$ cat src/rtl/skin_pipe_pkg.sv
// Shared types and default sizing for the skin-pipe flow controller.
// The defaults mirror the chroma-transform datapath: six edges of latency,
// an eight-entry result FIFO and 16-bit transformed chroma words.
package skin_pipe_pkg;

  localparam int SKIN_PIPE_LAT   = 6;
  localparam int SKIN_PIPE_DEPTH = 8;
  localparam int SKIN_PIPE_OUT_W = 16;

  typedef enum logic [1:0] {
    ST_IDLE  = 2'd0,
    ST_RUN   = 2'd1,
    ST_DRAIN = 2'd2
  } state_t;

  // One tag per datapath stage: does this slot carry a real beat, and is it
  // the last pixel of its frame.
  typedef struct packed {
    logic valid;
    logic last;
  } tag_t;

endpackage

$ cat src/rtl/skin_pipe_fifo.sv
// Synchronous show-ahead FIFO. The head word is visible whenever the FIFO is
// not empty; push and pop may coincide even when full, and a pop on an empty
// FIFO is ignored. The storage array carries no reset, only the pointers do.
module skin_pipe_fifo #(
  parameter int WIDTH = 33,
  parameter int DEPTH = 8
) (
  input  logic                   clk,
  input  logic                   rst,
  input  logic                   push,
  input  logic [WIDTH-1:0]       wdata,
  input  logic                   pop,
  output logic [WIDTH-1:0]       rdata,
  output logic [$clog2(DEPTH):0] count,
  output logic                   full,
  output logic                   empty
);

  localparam int AW = $clog2(DEPTH);

  logic [WIDTH-1:0] mem_q [DEPTH];
  logic [AW-1:0]    wr_ptr_q;
  logic [AW-1:0]    rd_ptr_q;
  logic [AW:0]      count_q;
  logic             do_push;
  logic             do_pop;

  assign empty   = (count_q == '0);
  assign full    = (count_q == (AW+1)'(DEPTH));
  assign do_pop  = pop && !empty;
  assign do_push = push && (!full || do_pop);
  assign count   = count_q;
  // Empty FIFO presents zeros so the sink never sees stale words.
  assign rdata   = empty ? '0 : mem_q[rd_ptr_q];

  // Pointer and occupancy bookkeeping; pointers wrap naturally at DEPTH.
  always_ff @(posedge clk) begin
    if (rst) begin
      wr_ptr_q <= '0;
      rd_ptr_q <= '0;
      count_q  <= '0;
    end else begin
      if (do_push) wr_ptr_q <= wr_ptr_q + AW'(1);
      if (do_pop)  rd_ptr_q <= rd_ptr_q + AW'(1);
      count_q <= count_q + (AW+1)'(do_push) - (AW+1)'(do_pop);
    end
  end

  // Storage write, data only.
  always_ff @(posedge clk) begin
    if (do_push) mem_q[wr_ptr_q] <= wdata;
  end

endmodule

$ cat src/rtl/skin_pipe_ctrl.sv
// Flow controller around the free-running transcb/transcr datapath.
// Accepted beats are tagged and the tag travels alongside the datapath for
// LAT edges; when it falls out the datapath result is captured in the output
// FIFO. Credits count both FIFO entries and beats still inside the datapath so
// the FIFO can never overflow. IDLE/RUN/DRAIN delimit frames.
// Optional build macro SKIN_PIPE_STATS_EN adds per-frame pixel/frame counters.
module skin_pipe_ctrl
  import skin_pipe_pkg::*;
#(
  parameter int LAT        = SKIN_PIPE_LAT,
  parameter int FIFO_DEPTH = SKIN_PIPE_DEPTH,
  parameter int OUT_W      = SKIN_PIPE_OUT_W
) (
  input  logic             clk,
  input  logic             rst,
  input  logic             in_valid,
  output logic             in_ready,
  input  logic             in_last,
  input  logic [7:0]       in_y,
  input  logic [7:0]       in_cb,
  input  logic [7:0]       in_cr,
  output logic [7:0]       dp_y,
  output logic [7:0]       dp_cb,
  output logic [7:0]       dp_cr,
  input  logic [OUT_W-1:0] dp_transcb,
  input  logic [OUT_W-1:0] dp_transcr,
  output logic             out_valid,
  input  logic             out_ready,
  output logic [OUT_W-1:0] out_transcb,
  output logic [OUT_W-1:0] out_transcr,
  output logic             out_last,
`ifdef SKIN_PIPE_STATS_EN
  output logic [23:0]      stat_pixels,
  output logic [15:0]      stat_frames,
  output logic [23:0]      stat_frame_px,
`endif
  output logic             busy
);

  localparam int CNT_W = $clog2(FIFO_DEPTH) + 1;

  state_t               state_q;
  tag_t [LAT-1:0]       tag_q;
  logic [CNT_W-1:0]     inflight_q;
  logic [CNT_W-1:0]     fifo_count;
  logic                 fifo_full;
  logic                 fifo_empty;
  logic [CNT_W:0]       committed;
  logic                 accept;
  logic                 push;
  logic                 pop;

  // Credits come from registers only: a pop on this edge frees a slot next cycle.
  assign committed = {1'b0, fifo_count} + {1'b0, inflight_q};
  assign in_ready  = !rst && (state_q != ST_DRAIN) && !fifo_full &&
                     (committed < (CNT_W+1)'(FIFO_DEPTH));
  assign accept    = in_valid && in_ready;

  // The datapath has no enable, so idle cycles feed it zeros.
  assign dp_y  = accept ? in_y  : 8'd0;
  assign dp_cb = accept ? in_cb : 8'd0;
  assign dp_cr = accept ? in_cr : 8'd0;

  assign push      = tag_q[LAT-1].valid;
  assign out_valid = !fifo_empty;
  assign pop       = out_valid && out_ready;
  assign busy      = (state_q != ST_IDLE) || (inflight_q != '0) || !fifo_empty;

  skin_pipe_fifo #(
    .WIDTH (2*OUT_W + 1),
    .DEPTH (FIFO_DEPTH)
  ) u_fifo (
    .clk   (clk),
    .rst   (rst),
    .push  (push),
    .wdata ({dp_transcb, dp_transcr, tag_q[LAT-1].last}),
    .pop   (pop),
    .rdata ({out_transcb, out_transcr, out_last}),
    .count (fifo_count),
    .full  (fifo_full),
    .empty (fifo_empty)
  );

  // Tag shift register tracking which datapath slots hold accepted beats.
  always_ff @(posedge clk) begin
    if (rst) begin
      tag_q <= '0;
    end else begin
      tag_q[0] <= '{valid: accept, last: in_last};
      for (int i = 1; i < LAT; i++) tag_q[i] <= tag_q[i-1];
    end
  end

  // Number of accepted beats still travelling through the datapath.
  always_ff @(posedge clk) begin
    if (rst) inflight_q <= '0;
    else     inflight_q <= inflight_q + CNT_W'(accept) - CNT_W'(push);
  end

  // Frame sequencing: DRAIN blocks input until the last beat reaches the FIFO.
  always_ff @(posedge clk) begin
    if (rst) begin
      state_q <= ST_IDLE;
    end else begin
      case (state_q)
        ST_IDLE:  if (accept) state_q <= in_last ? ST_DRAIN : ST_RUN;
        ST_RUN:   if (accept && in_last) state_q <= ST_DRAIN;
        ST_DRAIN: if ((inflight_q == '0) || ((inflight_q == CNT_W'(1)) && push))
                    state_q <= ST_IDLE;
        default:  state_q <= ST_IDLE;
      endcase
    end
  end

`ifdef SKIN_PIPE_STATS_EN
  // Per-frame pixel count, frame counter and size of the last finished frame.
  always_ff @(posedge clk) begin
    if (rst) begin
      stat_pixels   <= '0;
      stat_frames   <= '0;
      stat_frame_px <= '0;
    end else if (accept) begin
      if (in_last) begin
        stat_pixels   <= '0;
        stat_frames   <= stat_frames + 16'd1;
        stat_frame_px <= stat_pixels + 24'd1;
      end else begin
        stat_pixels   <= stat_pixels + 24'd1;
      end
    end
  end
`endif

endmodule
$ cat config.mk
export PLATFORM = sky130hd
export DESIGN_NAME = skin_pipe_ctrl
export DESIGN_NICKNAME = d
export VERILOG_FILES = /design/src/rtl/skin_pipe_pkg.sv /design/src/rtl/skin_pipe_fifo.sv /design/src/rtl/skin_pipe_ctrl.sv
export SDC_FILE = /design/constraint.sdc
export NUM_CORES = 1
export LEC_CHECK = 0
export ABC_AREA = 0
export ABC_CLOCK_PERIOD_IN_PS = 8800
export CAP_MARGIN = 20
export CORE_AREA = 4 4 160 178
export CTS_BUF_LIST = sky130_fd_sc_hd__clkbuf_8 sky130_fd_sc_hd__clkbuf_16
export DETAILED_ROUTE_END_ITERATION = 7
export DIE_AREA = 0 0 164 182
export GPL_ROUTABILITY_DRIVEN = 1
export PLACE_DENSITY_LB_ADDON = 0.2
export SETUP_SLACK_MARGIN = 0.15
export SKIP_CTS_REPAIR_TIMING = 1
export SYNTH_ARGS = -nofsm -noshare
export SYNTH_HDL_FRONTEND = slang
export SYNTH_SLANG_ARGS = --single-unit
export TNS_END_PERCENT = 20
$ cat constraint.sdc
create_clock -name clk -period 8.8 [get_ports clk]
set_clock_uncertainty 0.1 [all_clocks]
set_input_delay 2.2 -clock clk [delete_from_list [all_inputs] [get_ports clk]]
set_output_delay 2.2 -clock clk [all_outputs]
set_load 0.005 [all_outputs]
==> metrics.log <==
INFO  metric outcome = complete, no violations
INFO  metric hold_class = flop to flop
INFO  metric cp.arrival = 4770 ps
INFO  metric cellInternalPower = 2.65 mW
INFO  metric coreArea = roughly 0.027 mm2
INFO  metric max-clock-path-buffers = 3
INFO  metric first_global_vias = 6337
INFO  metric timing.critical_path.from_type = input pin
INFO  metric clock_tree_from_tritoncts = done
INFO  metric cellLeakagePower = 4.50 nW
INFO  metric die_extent_in_x = between 150 and 200 um
INFO  metric cell_area_after_technology_mapping = 0.0116 mm2
INFO  metric layout.cells.most_common = sky130_fd_sc_hd__edfxtp_1
INFO  metric global_router_s_overall_resource_usage = 15.7%
INFO  metric required = 6500 ps
INFO  metric end_kind = output port
INFO  metric tritoncts.num_buffers = 28
INFO  metric worstSetupPathType = input pin to output port
INFO  metric synth-main-ff-cell = sky130_fd_sc_hd__edfxtp_1
INFO  metric dr_wl_cell = 21.3 um
INFO  metric top_level_ports = 121
INFO  metric remaining_drc_errors = 0
INFO  metric share_seq_of_total_power = 45.5%
INFO  metric p_sw = slightly below 900 uW
INFO  metric io_buffers = 120
INFO  metric postSynthRegisterBits = between 200 and 300
INFO  metric postRouteWirelength = 23.1 mm
INFO  metric postSynthNetCount = 654
INFO  metric clk_transition_reported_paths = 60 ps
INFO  metric timing.slew.headroom = 33.7%
INFO  metric yosysWarnings = 0
INFO  metric fin_total_pwr = ~3.5 mW
INFO  metric cell_count_post_placement = 1040
INFO  metric fin_crit_sh = 80.3%
INFO  metric number_of_antenna_violations_at_the_first_check_in_global_routing = 0
INFO  metric cellPowerDensity = 251 mW/mm2
INFO  metric regToRegSetupSlack = 5400 ps
INFO  metric drt_first_iter_violations = 375
INFO  metric place_hpwl = 13.5 mm
INFO  metric grt_pass1_wl = roughly 36 mm
INFO  metric final.min_clock_period = 7070 ps
INFO  metric rsz_0062_raised_after_global_routing = no
INFO  metric cap_violations = 0
INFO  metric final-setup-viol-count = 0
INFO  metric hold_violations = 0
INFO  metric clkPwrFrac = between 30 and 40%
INFO  metric synthDominantCellAreaShare = 68.4%
INFO  metric syn_inst = roughly 580
INFO  metric final_net_count = 792
INFO  metric timing.hold.ws = between 300 and 400 ps
INFO  metric max_freq = 0.142 GHz
INFO  metric final.setup.worst_slack = approximately 1700 ps
INFO  metric gp_congestion = 0.738
INFO  metric die_h = approximately 180 um
INFO  metric timing.setup.tns = 0 ps
INFO  metric share_of_layout_cells_above_drive_strength_1 = 19.3%
INFO  metric ys_types = 48
INFO  metric place_worst_setup_slack = 1660 ps
INFO  metric synth.avg_cell_area = between 20 and 25 um2
INFO  metric power.switching_fraction = about a quarter
INFO  metric viasPerCell = 5.32
INFO  metric initial_utilization = 43.5%
INFO  metric floorplan.rows = 63
INFO  metric drt_pass1_iterations = 4
INFO  metric post_synth_main_area_contributors = sky130_fd_sc_hd__edfxtp_1 68%, sky130_fd_sc_hd__mux4_2 13%, sky130_fd_sc_hd__dfxtp_1 5.4%
INFO  metric grt_max_degree = between 40 and 50
INFO  metric clock_tree.htree_level_count = 1
INFO  metric p_comb_share = about a quarter
INFO  metric clk-insertion-delay-late = 530 ps
INFO  metric area_growth = 21.4%
INFO  metric synth_enable_flop_cells = 264
INFO  metric vdd.ir_drop.worst = about 0.00014 V
INFO  metric synth.largest_area_cell = sky130_fd_sc_hd__edfxtp_1
INFO  metric cts_sinks = ~300
INFO  metric share_of_synthesized_area_occupied_by_flip_flops_and_latches = between 70% and 80%
INFO  metric clk_tree_root_cell = sky130_fd_sc_hd__clkbuf_16
INFO  metric stdcell_count = 1088
INFO  metric synth_async_sr_flop_share = 0%
INFO  metric vias = 5789
INFO  metric tightestPinTransition = 994 ps
INFO  metric critical_path_peak_fanout = 38
INFO  metric post_route_ant_nets = 0
INFO  metric global_route.overflow_total = 0
INFO  metric final-max-slew-violation-count = 0
INFO  metric most_frequent_cells_in_the_layout = 264 x sky130_fd_sc_hd__edfxtp_1, 120 x sky130_fd_sc_hd__clkdlybuf4s50_1, 66 x sky130_fd_sc_hd__mux4_2
INFO  metric dieArea = between 0.02 and 0.03 mm2
-- synthesized netlist by cell type (2+ instances only) --
cell type,instances
sky130_fd_sc_hd__a21o_1,2
sky130_fd_sc_hd__a21oi_1,5
sky130_fd_sc_hd__a22o_1,33
sky130_fd_sc_hd__buf_1,2
sky130_fd_sc_hd__buf_2,8
sky130_fd_sc_hd__buf_4,3
sky130_fd_sc_hd__buf_6,7
sky130_fd_sc_hd__clkbuf_1,11
sky130_fd_sc_hd__dfxtp_1,31
sky130_fd_sc_hd__edfxtp_1,264
sky130_fd_sc_hd__fa_1,2
sky130_fd_sc_hd__ha_1,16
sky130_fd_sc_hd__inv_1,15
sky130_fd_sc_hd__inv_2,2
sky130_fd_sc_hd__mux2_2,2
sky130_fd_sc_hd__mux2i_1,2
sky130_fd_sc_hd__mux4_2,66
sky130_fd_sc_hd__nand2_1,3
sky130_fd_sc_hd__nand2b_1,5
sky130_fd_sc_hd__nand3_1,2
sky130_fd_sc_hd__nand4_1,3
sky130_fd_sc_hd__nor2_1,16
sky130_fd_sc_hd__nor2b_1,17
sky130_fd_sc_hd__nor3_1,3
sky130_fd_sc_hd__nor3b_1,26
sky130_fd_sc_hd__nor4b_1,2
sky130_fd_sc_hd__o21ai_0,4
sky130_fd_sc_hd__or3_1,2
sky130_fd_sc_hd__xor2_1,2
-- final cells by class --
type                       count  area, um2
fill                        2167      12600
sequential                   295       8550
multi-input combinational    231       2840
timing repair buffer         140       1360
clock buffer                  28        701
tap                          357        447
clock inverter                19        111
inverter                      17       63.8
antenna                        1       2.50
-- registers in the layout (all words and copies together), names as in the netlist, named ones only --
register	count
inflight_q	4
push	1
state_q	2
tag_q	11
u_fifo.count	4
u_fifo.mem_q	264
u_fifo.rd_ptr_q	3
u_fifo.wr_ptr_q	3
-- cell families (layout without fill, tap and decap cells) --
logic type | after synthesis | count (layout) | share of synthesized area (%)
flip-flops | 295 | 295 | 73.7
AND/OR/NAND/NOR | 90 | 90 | 4.99
multiplexers | 71 | 71 | 13.3
AO/OA/AOI/OAI | 50 | 50 | 3.49
buffers and inverters | 49 | 204 | 2.26
adder cells (fa/ha/maj) | 18 | 18 | 2.07
XOR/XNOR | 2 | 2 | 0.151
other | 0 | 1 | 0
-- power groups by stage --
stage | Clock (mW) | Combinational (mW) | Sequential, mW
after floorplan | 0 | 0.521 | 1.59
after global placement | 0 | 0.868 | 1.64
after detailed placement | 0 | 0.877 | 1.64
after CTS | 1.10 | 0.883 | 1.61
after global routing | 1.16 | 0.937 | 1.61
final | 1.07 | 0.858 | 1.60
-- layer usage --
layer	up-vias	wire length, um	GRT usage [%]	share of wire (%)
met5	-	0	0	0
met4	0	345	2.75	1.5
met3	27	1620	3.25	7.0
met2	184	11900	27.7	52
met1	2964	9240	20.4	40
li1	2614	-	-	-
-- metrics by stage --
| step | utilization (%) | instance area, um2 |
|---|---|---|
| after detailed placement | 49.8 | 13300 |
| final | 52.8 | 14100 |
| after CTS | 52.8 | 14100 |
| after floorplan | - | 11600 |
| after global routing | 52.8 | 14100 |
| after global placement | 49.7 | 13200 |
-- worst max-delay path, cell delays in order --
cell	delay, ps
sky130_fd_sc_hd__clkdlybuf4s50_1	390
sky130_fd_sc_hd__buf_4	250
sky130_fd_sc_hd__nor4_2	370
sky130_fd_sc_hd__nand4_2	560
sky130_fd_sc_hd__nor3b_1	410
sky130_fd_sc_hd__clkdlybuf4s50_1	570
-- final timing paths --
path / cells after the start / endpoint / from
max: 6 / dp_cb[1] / rst
min: 1 / push$_SDFF_PP0_ / tag_q[9]$_SDFF_PP0_
max reg2reg: 11 / inflight_q[3]$_SDFF_PP0_ / u_fifo.count[2]$_SDFF_PP0_
min reg2reg: 1 / push$_SDFF_PP0_ / tag_q[9]$_SDFF_PP0_
(Power assumes the default switching activity.)
